==> config.mk <==
export PLATFORM = sky130hd
export DESIGN_NAME = aes_round_controller
export DESIGN_NICKNAME = d
export VERILOG_FILES = /design/src/rtl/aes_round_controller.sv
export SDC_FILE = /design/constraint.sdc
export NUM_CORES = 1
export LEC_CHECK = 0
export ABC_CLOCK_PERIOD_IN_PS = 4660
export BUFFER_PORTS_ARGS = -buffer_cell sky130_fd_sc_hd__buf_2
export CORE_AREA = 5 5 404 406
export DETAILED_ROUTE_END_ITERATION = 6
export DIE_AREA = 0 0 409 411
export PLACE_DENSITY_LB_ADDON = 0.05
export SLEW_MARGIN = 20
export SYNTH_ARGS = -nofsm -noshare
export SYNTH_HDL_FRONTEND = slang
export SYNTH_SLANG_ARGS = --single-unit
==> constraint.sdc <==
create_clock -name clock -period 4.66 [get_ports clock]
set_clock_uncertainty 0.15 [all_clocks]
set_input_delay 0.932 -clock clock [delete_from_list [all_inputs] [get_ports clock]]
set_output_delay 0.932 -clock clock [all_outputs]
set_load 0.005 [all_outputs]
==> src/rtl/aes_round_controller.sv <==
// Iterative AES-128 encryption sequencer: initial AddRoundKey, rounds 1-9, final round 10.
// Optional abort port and behaviour are enabled with the AES_ABORT_EN macro.
module aes_round_controller (
    input  logic         clock,
    input  logic         reset,
    input  logic         start,
`ifdef AES_ABORT_EN
    input  logic         abort,
`endif
    input  logic [127:0] plaintext,
    input  logic [127:0] key,
    output logic         ready,
    output logic         busy,
    output logic         done,
    output logic [127:0] ciphertext,
    output logic [3:0]   rnd_count,
    output logic [127:0] rnd_data,
    output logic [127:0] rnd_key,
    input  logic [127:0] rnd_keyout,
    input  logic [127:0] rnd_out,
    input  logic [127:0] fin_out
);

    typedef enum logic [1:0] {
        StIdle,
        StRun,
        StFinal,
        StDone
    } fsm_e;

    fsm_e         fsm_q, fsm_d;
    logic [127:0] state_reg, state_d;
    logic [127:0] key_reg, key_d;
    logic [3:0]   round_reg, round_d;
    logic [127:0] ct_reg, ct_d;
    logic         abort_req;

`ifdef AES_ABORT_EN
    assign abort_req = abort;
`else
    assign abort_req = 1'b0;
`endif

    assign rnd_data   = state_reg;
    assign rnd_key    = key_reg;
    assign rnd_count  = round_reg;
    assign ciphertext = ct_reg;

    always_comb begin
        fsm_d   = fsm_q;
        state_d = state_reg;
        key_d   = key_reg;
        round_d = round_reg;
        ct_d    = ct_reg;
        ready   = 1'b0;
        busy    = 1'b0;
        done    = 1'b0;
        unique case (fsm_q)
            StIdle: begin
                ready = 1'b1;
                if (start) begin
                    state_d = plaintext ^ key;
                    key_d   = key;
                    round_d = 4'd1;
                    fsm_d   = StRun;
                end
            end
            StRun: begin
                busy = 1'b1;
                if (abort_req) begin
                    round_d = 4'd0;
                    fsm_d   = StIdle;
                end else begin
                    state_d = rnd_out;
                    key_d   = rnd_keyout;
                    round_d = round_reg + 4'd1;
                    // >= keeps the counter bounded at 10 even from a corrupted value
                    if (round_reg >= 4'd9) begin
                        round_d = 4'd10;
                        fsm_d   = StFinal;
                    end
                end
            end
            StFinal: begin
                busy = 1'b1;
                if (abort_req) begin
                    round_d = 4'd0;
                    fsm_d   = StIdle;
                end else begin
                    ct_d  = fin_out;
                    fsm_d = StDone;
                end
            end
            StDone: begin
                done    = 1'b1;
                round_d = 4'd0;
                fsm_d   = StIdle;
            end
            default: begin
                round_d = 4'd0;
                fsm_d   = StIdle;
            end
        endcase
    end

    always_ff @(posedge clock) begin
        if (reset) begin
            fsm_q     <= StIdle;
            state_reg <= '0;
            key_reg   <= '0;
            round_reg <= '0;
            ct_reg    <= '0;
        end else begin
            fsm_q     <= fsm_d;
            state_reg <= state_d;
            key_reg   <= key_d;
            round_reg <= round_d;
            ct_reg    <= ct_d;
        end
    end

endmodule

Word level (Yosys, flattened, before mapping)
Cells that the tools add are included.

storage, ports and cells
  output and inout port bits = 391
  register bits = 390
  logic and storage cells = 33
  bits of input ports = 643

operators by class
  reductions and logical operators = 6
  bitwise operators = 2
  mux-type cells = 13
  equality and inequality tests = 5
  add/subtract/negate cells = 1
  magnitude comparators = 1

operator list
  cell                 count
  $pmux 128 s2         2
  $mux 128             2
  $xor 128x128->128    1
  $pmux 4 s3           1
  $mux 4               2
  $pmux 2 s4           1
  $reduce_and 2->1     3
  $add 4x1->4 const B  1
  $eq 2x2->1 const B   2
  $ge 4x4->1 const B   1
  $mux 2               2
  $ne 2x2->1 const B   2
  $mux 1               3
  $eq 2x1->1 const B   1
  $logic_not 2->1      1
  $reduce_bool 2->1    1
  $reduce_or 2->1      1
  $not 1->1            1

Depth between registers and ports, before layout
Gate-level depths: netlist of run 1.

  depth after elaboration = 3
  mapped depth = 8
  mapped depth without buffers = 5

Worst setup path after synthesis of run 1
Ideal clock, no wire load.

  path kind = input to register
  from = input port reset
  to = register key_reg[100], in the netlist rnd_key[100]
  buffers on the path = 3
  data required time = 4.364 ns
  setup time = 0.146 ns
  arrival = 1.848 ns
  stages on the path = 4
  path slack = 2.516 ns
  path through = buf_2 clkbuf_1 clkbuf_1 a211oi_2

RTL lines
  item                  RTL line  RTL
  from (decl)           5         input logic reset,
  to (signal assigned)  116       key_reg <= key_d;
  to (decl)             33        logic [127:0] key_reg, key_d;

No word-level cell between the ends.

Final worst setup path of run 1
  from = register fsm_q[1]
  to = register key_reg[27], in the netlist rnd_key[27]

between the ends
  word-level cells in the longest chain between the ends = 3
  elaborated cells on any way between the ends = 6
  classes of those cells = eq/ne: 2; mux: 1; reduce/logical: 3

ends and longest elaborated chain
  item                                                       RTL line  RTL
  from (decl)                                                31        fsm_e fsm_q, fsm_d;
  from (signal assigned)                                     108       fsm_q <= StIdle;
  from (signal assigned)                                     114       fsm_q <= fsm_d;
  $eq 2x1->1 or $logic_not 2->1 (tied branches)              58        unique case (fsm_q)
  $reduce_bool 2->1 (no line) or $ne 2x2->1 (tied branches)  --
  $reduce_and 2->1 (no line)                                 --

Several ways; a longest one is shown, not always the timed one.
A chain may end at the register's enable or synchronous reset.

==> impl_results.md, run 1 <==
* Drt drc at 0
* FF+latch area at 7807 µm²
* CTS Buffer Depth at 3
* Met2 Use GR at 0.2207
* PortBufs at 1,033
* Async SR Flop Fraction at 0
* Max-cap violations at 0
* Avg Cell Area, Syn at 9.763 µm²
* Global-route usage over all layers at 0.1249
* Fin crit period at around 2.9 ns
* Leak pwr at 11.43 nW
* Share of layout cells above drive strength 1 at 0.4425
* Dpl ws at 1.632 ns
* Crit path setup slack, layout at ~1.8 ns
* Flop-to-flop setup slack at 1.78 ns
* Io pins at 1,034
* Top_reg_cell synth: dfxtp_1
* Final WL at 111,300 µm
* Pins Over Slew Limit at 0
* Row count at 147
* Seq/Total Area, Yosys at 0.4242
* Crit path max fanout at 98
* Area grow syn2layout at 48.51%
* Main area contributors after synthesis: dfxtp_1 42%, mux2i_1 14%, a211oi_2 8.0%
* H-tree depth at 2
* Post-route ant nets at 0
* Core box area at 159,500 µm²
* First-pass iteration count of the detailed router at 4
* CTS tree: done
* Worst slew margin at 0.3874
* Chip Height at 411 µm
* Vias in the first global route at a little under 20,000
* Maximum number of pins on one net before global-route repair at 147
* FILL cells at 18,057
* Syn_nets at 2,536
* Clk pin slew, worst setup/hold paths at ~0.06 ns
* Utilization after layout at 0.1714
* Antenna violations before repair at 78
* DIE WIDTH at 409 µm
* Cell Area, Placed at 25,580 µm²
* Number of setup buffers added after CTS at 0
* Slew @ Worst Pin at 0.9189 ns
* Initial core utilization at 0.1154
* Met1 Use GR at 0.1335
* Crit path DAT at 3.28 ns
* Period utilization at 0.6173
* Vias per std cell at around 3.6
* Skew-Pair Late Insertion Delay at 0.66 ns
* Crit path launch type: register
* GRT overflow at 0
* Initial DRC Count at 703
* Final nets at ~3,500
* Endpoints failing setup at 0
* Hold slack at 0.3045 ns
* Setup TNS Final at 0 ns
* Hold Violations, Final at 0
* WL/cell at 22.37 µm
* Post-synthesis cell count at 1,885
* Status: completed
* Post-CTS sizing at 0
* Cell area after layout at 27,330 µm²
* Number of synthesized register bits at 390
* Top-count cell post-synth: dfxtp_1
* Synth top area share at 0.4242
* Synth Cell Area at about 18,000 µm²
* Met3 Use GR at 0.05617
* Vias at roughly 18,000
* Post-synth EDFFs at 0
* RSZ-0062 raised after global routing: no
* Post-cts hold buffer count at 0
* Hold crit path type: register to register
* Combined area of the multi-input logic cells at 9605 µm²
* Power per cell area at approximately 550 nW/µm²
* GRT busiest layer: met2
* Synth top cells by count: 390 x dfxtp_1, 257 x mux2i_1, 248 x nor2_1
* CP Capture Type: register
* Global-route wire length before repair at 151,300 µm
* TritonCTS Sinks at 390
* DP Wirelength at 88,860 µm
* Max IR drop VDD at 0.2822 mV
* CTS buffer count at 56
* Final RePlAce weighted congestion at 0.8424
* Critical path class: register to register
* Yosys warnings at 0
* Worst EP required at ~5.1 ns
* CTS root buffer: clkbuf_16
* Highest clock rate at between 300 and 400 MHz
* Unique masters post-synth at 38
* Leading area contributor after synthesis: dfxtp_1
* Die ar. at around 170,000 µm²
[placed cells by master (no fill, tap or decap), types with 56 or more instances in the layout]
cell / synthesis / routed
dfxtp_1: 390 / 390
buf_2: 56 / 1032
nand2_1: 131 / 131
nand2b_1: 128 / 128
o21ai_0: 130 / 130
xor2_1: 128 / 128
clkbuf_16: 0 / 56
o2111ai_1: 129 / 129
a211oi_2: 117 / 117
nor2_1: 248 / 248
mux2i_1: 257 / 257
[area by class of cell]
type | count | area share
Clock inverter | 7 | 0.002518
Inverter | 6 | 0.001099
Sequential cell | 390 | 0.2857
Clock buffer | 86 | 0.05942
Tap cell | 2086 | 0.09550
Multi-Input combinational cell | 1318 | 0.3514
Timing Repair Buffer | 1061 | 0.2023
Antenna cell | 23 | 0.002106
[cell families after synthesis]
family | synth area share
muxes | 0.1406
xor gates and xnor gates | 0.06092
DFF | 0.4242
buffers and inverters | 0.05582
and+or+nand+nor | 0.1292
adders and majority gates | 0.005439
AOI/OAI and AO/OA | 0.1838
[report_power, final]
| group | internal (mW) | total [mW] | switching (mW) |
|---|---|---|---|
| Combinational | 2.35 | 6.05 | 3.71 |
| Clock | 2.37 | 4.12 | 1.75 |
| Sequential | 4.30 | 4.83 | 0.530 |
[metrics by stage]
step	power, mW	instances
floorplan	8.440	1885
global placement	11.15	4861
detailed placement	11.18	4861
CTS	15.53	4954
global route	16.15	4962
finish	15.01	4977
[state kept, by name, summed over array words and instances (netlist names)]
signal      flops
fsm_q           2
rnd_data      128
rnd_key       128
rnd_count       4
ciphertext    128
[layer usage]
metal | up-vias | wire, µm
met3 | 204 | 11510
met4 | 42 | 3488
met1 | 8318 | 41620
met2 | 766 | 54440
li1 | 8570 | -
met5 | - | 264
[worst max-delay path, cell delays in order, from the launching register on]
cell and delay, ns:
dfxtp_1 0.36, inv_1 0.15, ha_4 0.53, mux2_8 0.77, buf_12 0.37, nor2_1 0.09
a211oi_2 0.19
[path summary, 6_finish.rpt]
check / cells past startpoint / start / end
worst max-delay path: 6 / fsm_q[1] / rnd_key[27]
worst min-delay path: 2 / rnd_data[127] / rnd_data[127]
worst max register to register: 6 / fsm_q[1] / rnd_key[27]
worst min register to register: 2 / rnd_data[127] / rnd_data[127]
Note: power is estimated with default switching activity, not from simulation.
==> inputs of run 2 (changes only) <==
Settings changed: ABC_CLOCK_PERIOD_IN_PS 4660 to 2850.
Clock period 4.66 ns to 2.85 ns, I/O delays scaled along.
==> run 2 against run 1 <==
Compared with the run above: flip-flop and latch count is the same; clock-buffer cell count unchanged; core utilization increased by 1.1 points; largest power group unchanged; sequential power increased by 64%; highest routed layer unchanged.
==> impl_results.md, run 2 (synthesized netlist as in run 1, its figures left out) <==
* Status: completed
* Io pins at 1,034 (unchanged)
* Final nets at 3,632 (+4.2%)
* TritonCTS Sinks at 390 (unchanged)
* PortBufs at 1,033 (unchanged)
* Final RePlAce weighted congestion at 0.8304 (-1.4%)
* CP Capture Type: output port
* Core box area at 159,500 µm² (unchanged)
* Most frequent cells in the layout: 1,032 x buf_2, 390 x dfxtp_1, 257 x mux2i_1
* First-pass iteration count of the detailed router at 5 (+1)
* FF+latch area at 7807 µm² (unchanged)
* Share of layout cells above drive strength 1 at 0.4311 (-0.01139)
* Global-route wire length before repair at 154,900 µm (+2.4%)
* DP Wirelength at 91,940 µm (+3.5%)
* Crit path largest cell delay at 0.42 ns (-0.35 ns)
* Area grow syn2layout at 58.13%
* Worst slew margin at 0.3716 (-0.01578)
* CTS tree: done
* Die ar. at 168,100 µm² (unchanged)
* Worst EP required at 2.13 ns (-2.94 ns)
* Initial core utilization at 0.1154 (unchanged)
* Skew-Pair Late Insertion Delay at 0.68 ns (+0.02 ns)
* Period utilization at 0.8792
* Crit path DAT at 1.79 ns (-1.49 ns)
* Vias at 18,445 (+3.0%)
* Chip Height at 411 µm (unchanged)
* Combined area of the multi-input logic cells at 9605 µm² (unchanged)
* Cells along the critical path: inv_1, ha_1, buf_2
* Maximum number of pins on one net before global-route repair at 137 (-6.8%)
* Number of setup buffers added after CTS at 0 (unchanged)
* DIE WIDTH at 409 µm (unchanged)
* CTS root buffer: clkbuf_16
* Max-cap violations at 0 (unchanged)
* Row count at 147 (unchanged)
* FILL cells at 18,019 (-0.21%)
* Initial DRC Count at 635 (-9.7%)
* GRT overflow at 0 (unchanged)
* H-tree depth at 2 (unchanged)
* Setup TNS Final at 0 ns (unchanged)
* Post-route ant nets at 0 (unchanged)
* Cell Area, Placed at 25,890 µm² (+1.2%)
* Vias in the first global route at 19,899 (+3.6%)
* Cell area after layout at 29,100 µm² (+6.5%)
* CTS buffer count at 58 (+3.6%)
* Pins Over Slew Limit at 0 (unchanged)
* WL/cell at 22.10 µm (-1.2%)
* Slew @ Worst Pin at 0.9426 ns (+0.02368 ns)
* Max IR drop VDD at 0.5049 mV (+79%)
* Antenna violations before repair at 68 (-13%)
* Leak pwr at 12.21 nW (+6.8%)
* Crit path launch type: register
* Critical-path top delay cell: dfxtp_1
* RSZ-0062 raised after global routing: no
* Most common cell after layout, fill and taps aside: buf_2
* Global-route usage over all layers at 0.1278 (+0.002898)
* Final WL at 113,600 µm (+2.1%)
* Crit path max fanout at 4 (-96%)
* Power per cell area at 880.1 nW/µm² (+60%)
* Hold crit path type: primary input to register
* CTS Buffer Depth at 3 (unchanged)
* Endpoints failing setup at 0 (unchanged)
* Drt drc at 0 (unchanged)
* Total power at 25.61 mW (+71%)
* Fin crit period at 2.506 ns
* Vias per std cell at 3.588 (-0.24%)
* Clk pin slew, worst setup/hold paths at 0.07 ns (about the same)
* Critical path class: register to output port
* Highest clock rate at 399.1 MHz
* Hold Violations, Final at 0 (unchanged)
run 2: final cells by class:
class / count / share of cell area
Antenna cell: 30 / 0.002580
Clock buffer: 86 / 0.05692
Clock inverter: 18 / 0.008513
Inverter: 6 / 0.001032
Multi-Input combinational cell: 1318 / 0.3301
Sequential cell: 390 / 0.2683
Tap cell: 2086 / 0.08969
Timing Repair Buffer: 1207 / 0.2429
run 2: where the power goes:
part / total (mW) / leakage, nW / switching (mW) / internal [mW]
Sequential: 7.91 / 3.20 / 0.876 / 7.03
Clock: 7.32 / 0.932 / 3.03 / 4.29
Combinational: 10.4 / 8.07 / 6.17 / 4.21
run 2: worst max-delay path: cells and delay by family, from the launching register on:
family | cells | cell delay [ns]
adder cells (fa/ha/maj) | 1 | 0.36
buffers and inverters | 2 | 0.33
flip-flops | 1 | 0.42
run 2: metrics by stage:
step	cells	hold WS, ns	setup slack, ns	utilization
global placement	4884	0.2949	0.3885	0.1624
CTS	5111	0.0005115	0.2258	0.1820
finish	5141	0.07775	0.3443	0.1825
detailed placement	4884	0.2985	0.3622	0.1624
global route	5123	0.02248	0.2228	0.1822
floorplan	1885	0.3025	0.9701	-
run 2: path summary, 6_finish.rpt:
| check | to | cells past startpoint | start | slack, ns |
|---|---|---|---|---|
| setup / recovery | busy | 3 | fsm_q[0] | 0.34 |
| hold / removal | rnd_key[85] | 2 | reset | 0.08 |
| setup reg to reg | rnd_key[117] | 6 | fsm_q[1] | 0.46 |
| hold reg to reg | rnd_data[49] | 2 | rnd_data[49] | 0.30 |
run 2: metal layers:
layer | global-route usage | vias to the layer above | share of wire
li1 | - | 8892 | -
met1 | 0.1370 | 8552 | 0.38
met2 | 0.2229 | 766 | 0.49
met3 | 0.05919 | 197 | 0.10
met4 | 0.04162 | 38 | 0.033
met5 | 0 | - | 0.0020
run 2: what timing repair did:
item,in CTS,in global routing
hold buffers,123,0
resized for setup,0,0
endpoints found under the hold margin,123,0
==> inputs of run 3 (changes only) <==
Settings changed: ABC_CLOCK_PERIOD_IN_PS 2850 to 3250, CORE_AREA 5 5 404 406 to 5 5 405 407, DIE_AREA 0 0 409 411 to 0 0 410 412, PLACE_DENSITY from default to 0.3, PLACE_DENSITY_LB_ADDON 0.05 to default.
Clock period 2.85 ns to 3.25 ns, I/O delays scaled along.
==> run 3 against run 2 <==
Compared with the run above: global-route usage about the same; cell count decreased by 2.4%; worst hold slack improved by 0.015 ns; combinational power decreased by 15%; largest cell class unchanged; largest power group unchanged.
==> impl_results.md, run 3 (synthesized netlist as in run 1, its figures left out) <==
* Flop-to-flop setup slack at 0.81 ns (+0.35 ns)
* Row count at 147 (unchanged)
* Post-route ant nets at 0 (unchanged)
* Drt drc at 0 (unchanged)
* Period utilization at 0.7889
* Slew @ Worst Pin at 0.9927 ns (+0.05015 ns)
* Share of layout cells above drive strength 1 at 0.4463 (+0.01523)
* Max IR drop VDD at 0.3699 mV (-27%)
* Hold Violations, Final at 0 (unchanged)
* Hold crit path type: primary input to register
* WL/cell at 22.81 µm (+3.2%)
* TritonCTS Sinks at 390 (unchanged)
* Switch Pwr at 8.747 mW (-13%)
* DP Wirelength at 93,310 µm (+1.5%)
* Worst EP required at 2.45 ns (+0.32 ns)
* FF+latch area at 7807 µm² (unchanged)
* Cell Area, Placed at 25,860 µm² (-0.11%)
* DIE WIDTH at 410 µm (+0.24%)
* Endpoints failing setup at 0 (unchanged)
* Power per cell area at 786.8 nW/µm² (-11%)
* Leak pwr at 11.75 nW (-3.7%)
* Utilization after layout at 0.1748 (-0.007685)
* Crit path max fanout at 4 (unchanged)
* Global-route wire length before repair at 152,700 µm (-1.4%)
* Vias per std cell at 3.544 (-1.2%)
* Crit path launch type: register
* Final nets at 3,536 (-2.6%)
* Chip Height at 412 µm (+0.24%)
* FILL cells at 18,103 (+0.47%)
* Setup TNS Final at 0 ns (unchanged)
* PortBufs at 1,033 (unchanged)
* Most frequent cells in the layout: 1,032 x buf_2, 390 x dfxtp_1, 257 x mux2i_1
* Fin crit period at around 2.6 ns
* Post-cts hold buffer count at 29 (-76%)
* Final WL at 114,400 µm (+0.71%)
* Internal power at 13.24 mW (-15%)
* Antenna violations before repair at 51 (-25%)
* Vias at 17,775 (-3.6%)
* Die ar. at 168,900 µm² (+0.49%)
* Clk pin slew, worst setup/hold paths at 0.06 ns (about the same)
* Sequential share of power at 0.319 (+0.010)
* CTS Buffer Depth at 3 (unchanged)
* Comb power frac at 0.404 (-0.002)
* GRT overflow at 0 (unchanged)
* Critical path class: register to output port
* Maximum number of pins on one net before global-route repair at 124 (-9.5%)
* Post-CTS sizing at 0 (unchanged)
* Most common cell after layout, fill and taps aside: buf_2
* Core box area at 159,800 µm² (+0.23%)
* Total power at 21.98 mW (-14%)
* Io pins at 1,034 (unchanged)
* Status: completed
* Cell area after layout at 27,940 µm² (-4.0%)
* Max-cap violations at 0 (unchanged)
* Combined area of the multi-input logic cells at 9605 µm² (unchanged)
* Highest clock rate at 390.0 MHz
* Initial core utilization at 0.1151 (-0.0002656)
* CTS root buffer: clkbuf_16
* Number of setup buffers added after CTS at 0 (unchanged)
* Switch share at 0.3979 (+0.004488)
* Global-route usage over all layers at 0.1277 (about the same)
* CP Capture Type: output port
* First-pass iteration count of the detailed router at 4 (-1)
* CTS tree: done
* Crit path DAT at 1.76 ns (-0.03 ns)
* Worst slew margin at 0.3382 (-0.03343)
* H-tree depth at 2 (unchanged)
* Area grow syn2layout at 51.82%
* CTS buffer count at 53 (-8.6%)
* Final RePlAce weighted congestion at 0.8486 (+2.2%)
* Vias in the first global route at 18,567 (-6.7%)
* Placed cells at 4,887 (+0.061%)
* Pins Over Slew Limit at 0 (unchanged)
* Skew-Pair Late Insertion Delay at 0.64 ns (-0.04 ns)
* Non-Filler Instances at 5,016 (-2.4%)
* Initial DRC Count at 752 (+18%)
* Clk pwr share at 0.277 (-0.009)
* RSZ-0062 raised after global routing: no
## run 3: cell types whose count changed in the layout (fill, tap and decap cells not counted), moves of 3 or more
| cell | change |
|---|---|
| clkbuf_16 | -5 |
| dlygate4sd3_1 | -94 |
| diode_2 | -24 |
| clkbuf_1 | -8 |
| clkbuf_8 | +3 |
| buf_4 | +7 |
| buf_12 | -4 |
## run 3: path summary, 6_finish.rpt
check                                   from       endpoint  cells past startpoint
worst max-delay path                fsm_q[0]           busy                      3
worst min-delay path              fin_out[5]  ciphertext[5]                      3
worst max register to register      fsm_q[0]    rnd_key[33]                      6
worst min register to register  rnd_data[67]   rnd_data[67]                      2
## run 3: cell type report
cell class	count	area share
multi-input cells	1318	0.3438
well taps	2086	0.09341
inverters	6	0.001075
flip-flops and latches	390	0.2794
clock buffers	76	0.05521
clock inverters	18	0.008195
diodes	6	0.0005374
repair buffers	1116	0.2184
## run 3: worst max-delay path: stages, from the launching register on
cell	delay, ns
dfxtp_1	0.40
inv_1	0.14
ha_1	0.38
buf_2	0.19
## run 3: through the flow
step	hold WS, ns	setup slack (ns)
floorplan	0.3025	1.370
global placement	0.2922	0.7833
detailed placement	0.2968	0.7793
CTS	0.0002096	0.5070
global route	0.03342	0.4972
finish	0.09311	0.6860
## run 3: metal layers
metal  routed length (µm)  vias to the layer above  GRT usage
li1                     -                     8644          -
met1                46530                     8178     0.1512
met2                54980                      769     0.2191
met3                 9822                      172    0.04666
met4                 3029                       12    0.03159
met5                   80                        -          0
## run 3: power groups by stage
stage	Combinational (mW)	Clock, mW	Sequential (mW)
2_1_floorplan	5.06	0	7.04
3_3_place_gp	9.20	0	7.11
3_5_place_dp	9.16	0	7.12
4_1_cts	9.22	6.43	7.05
5_1_grt	9.83	6.57	7.20
6_report	8.89	6.09	7.01
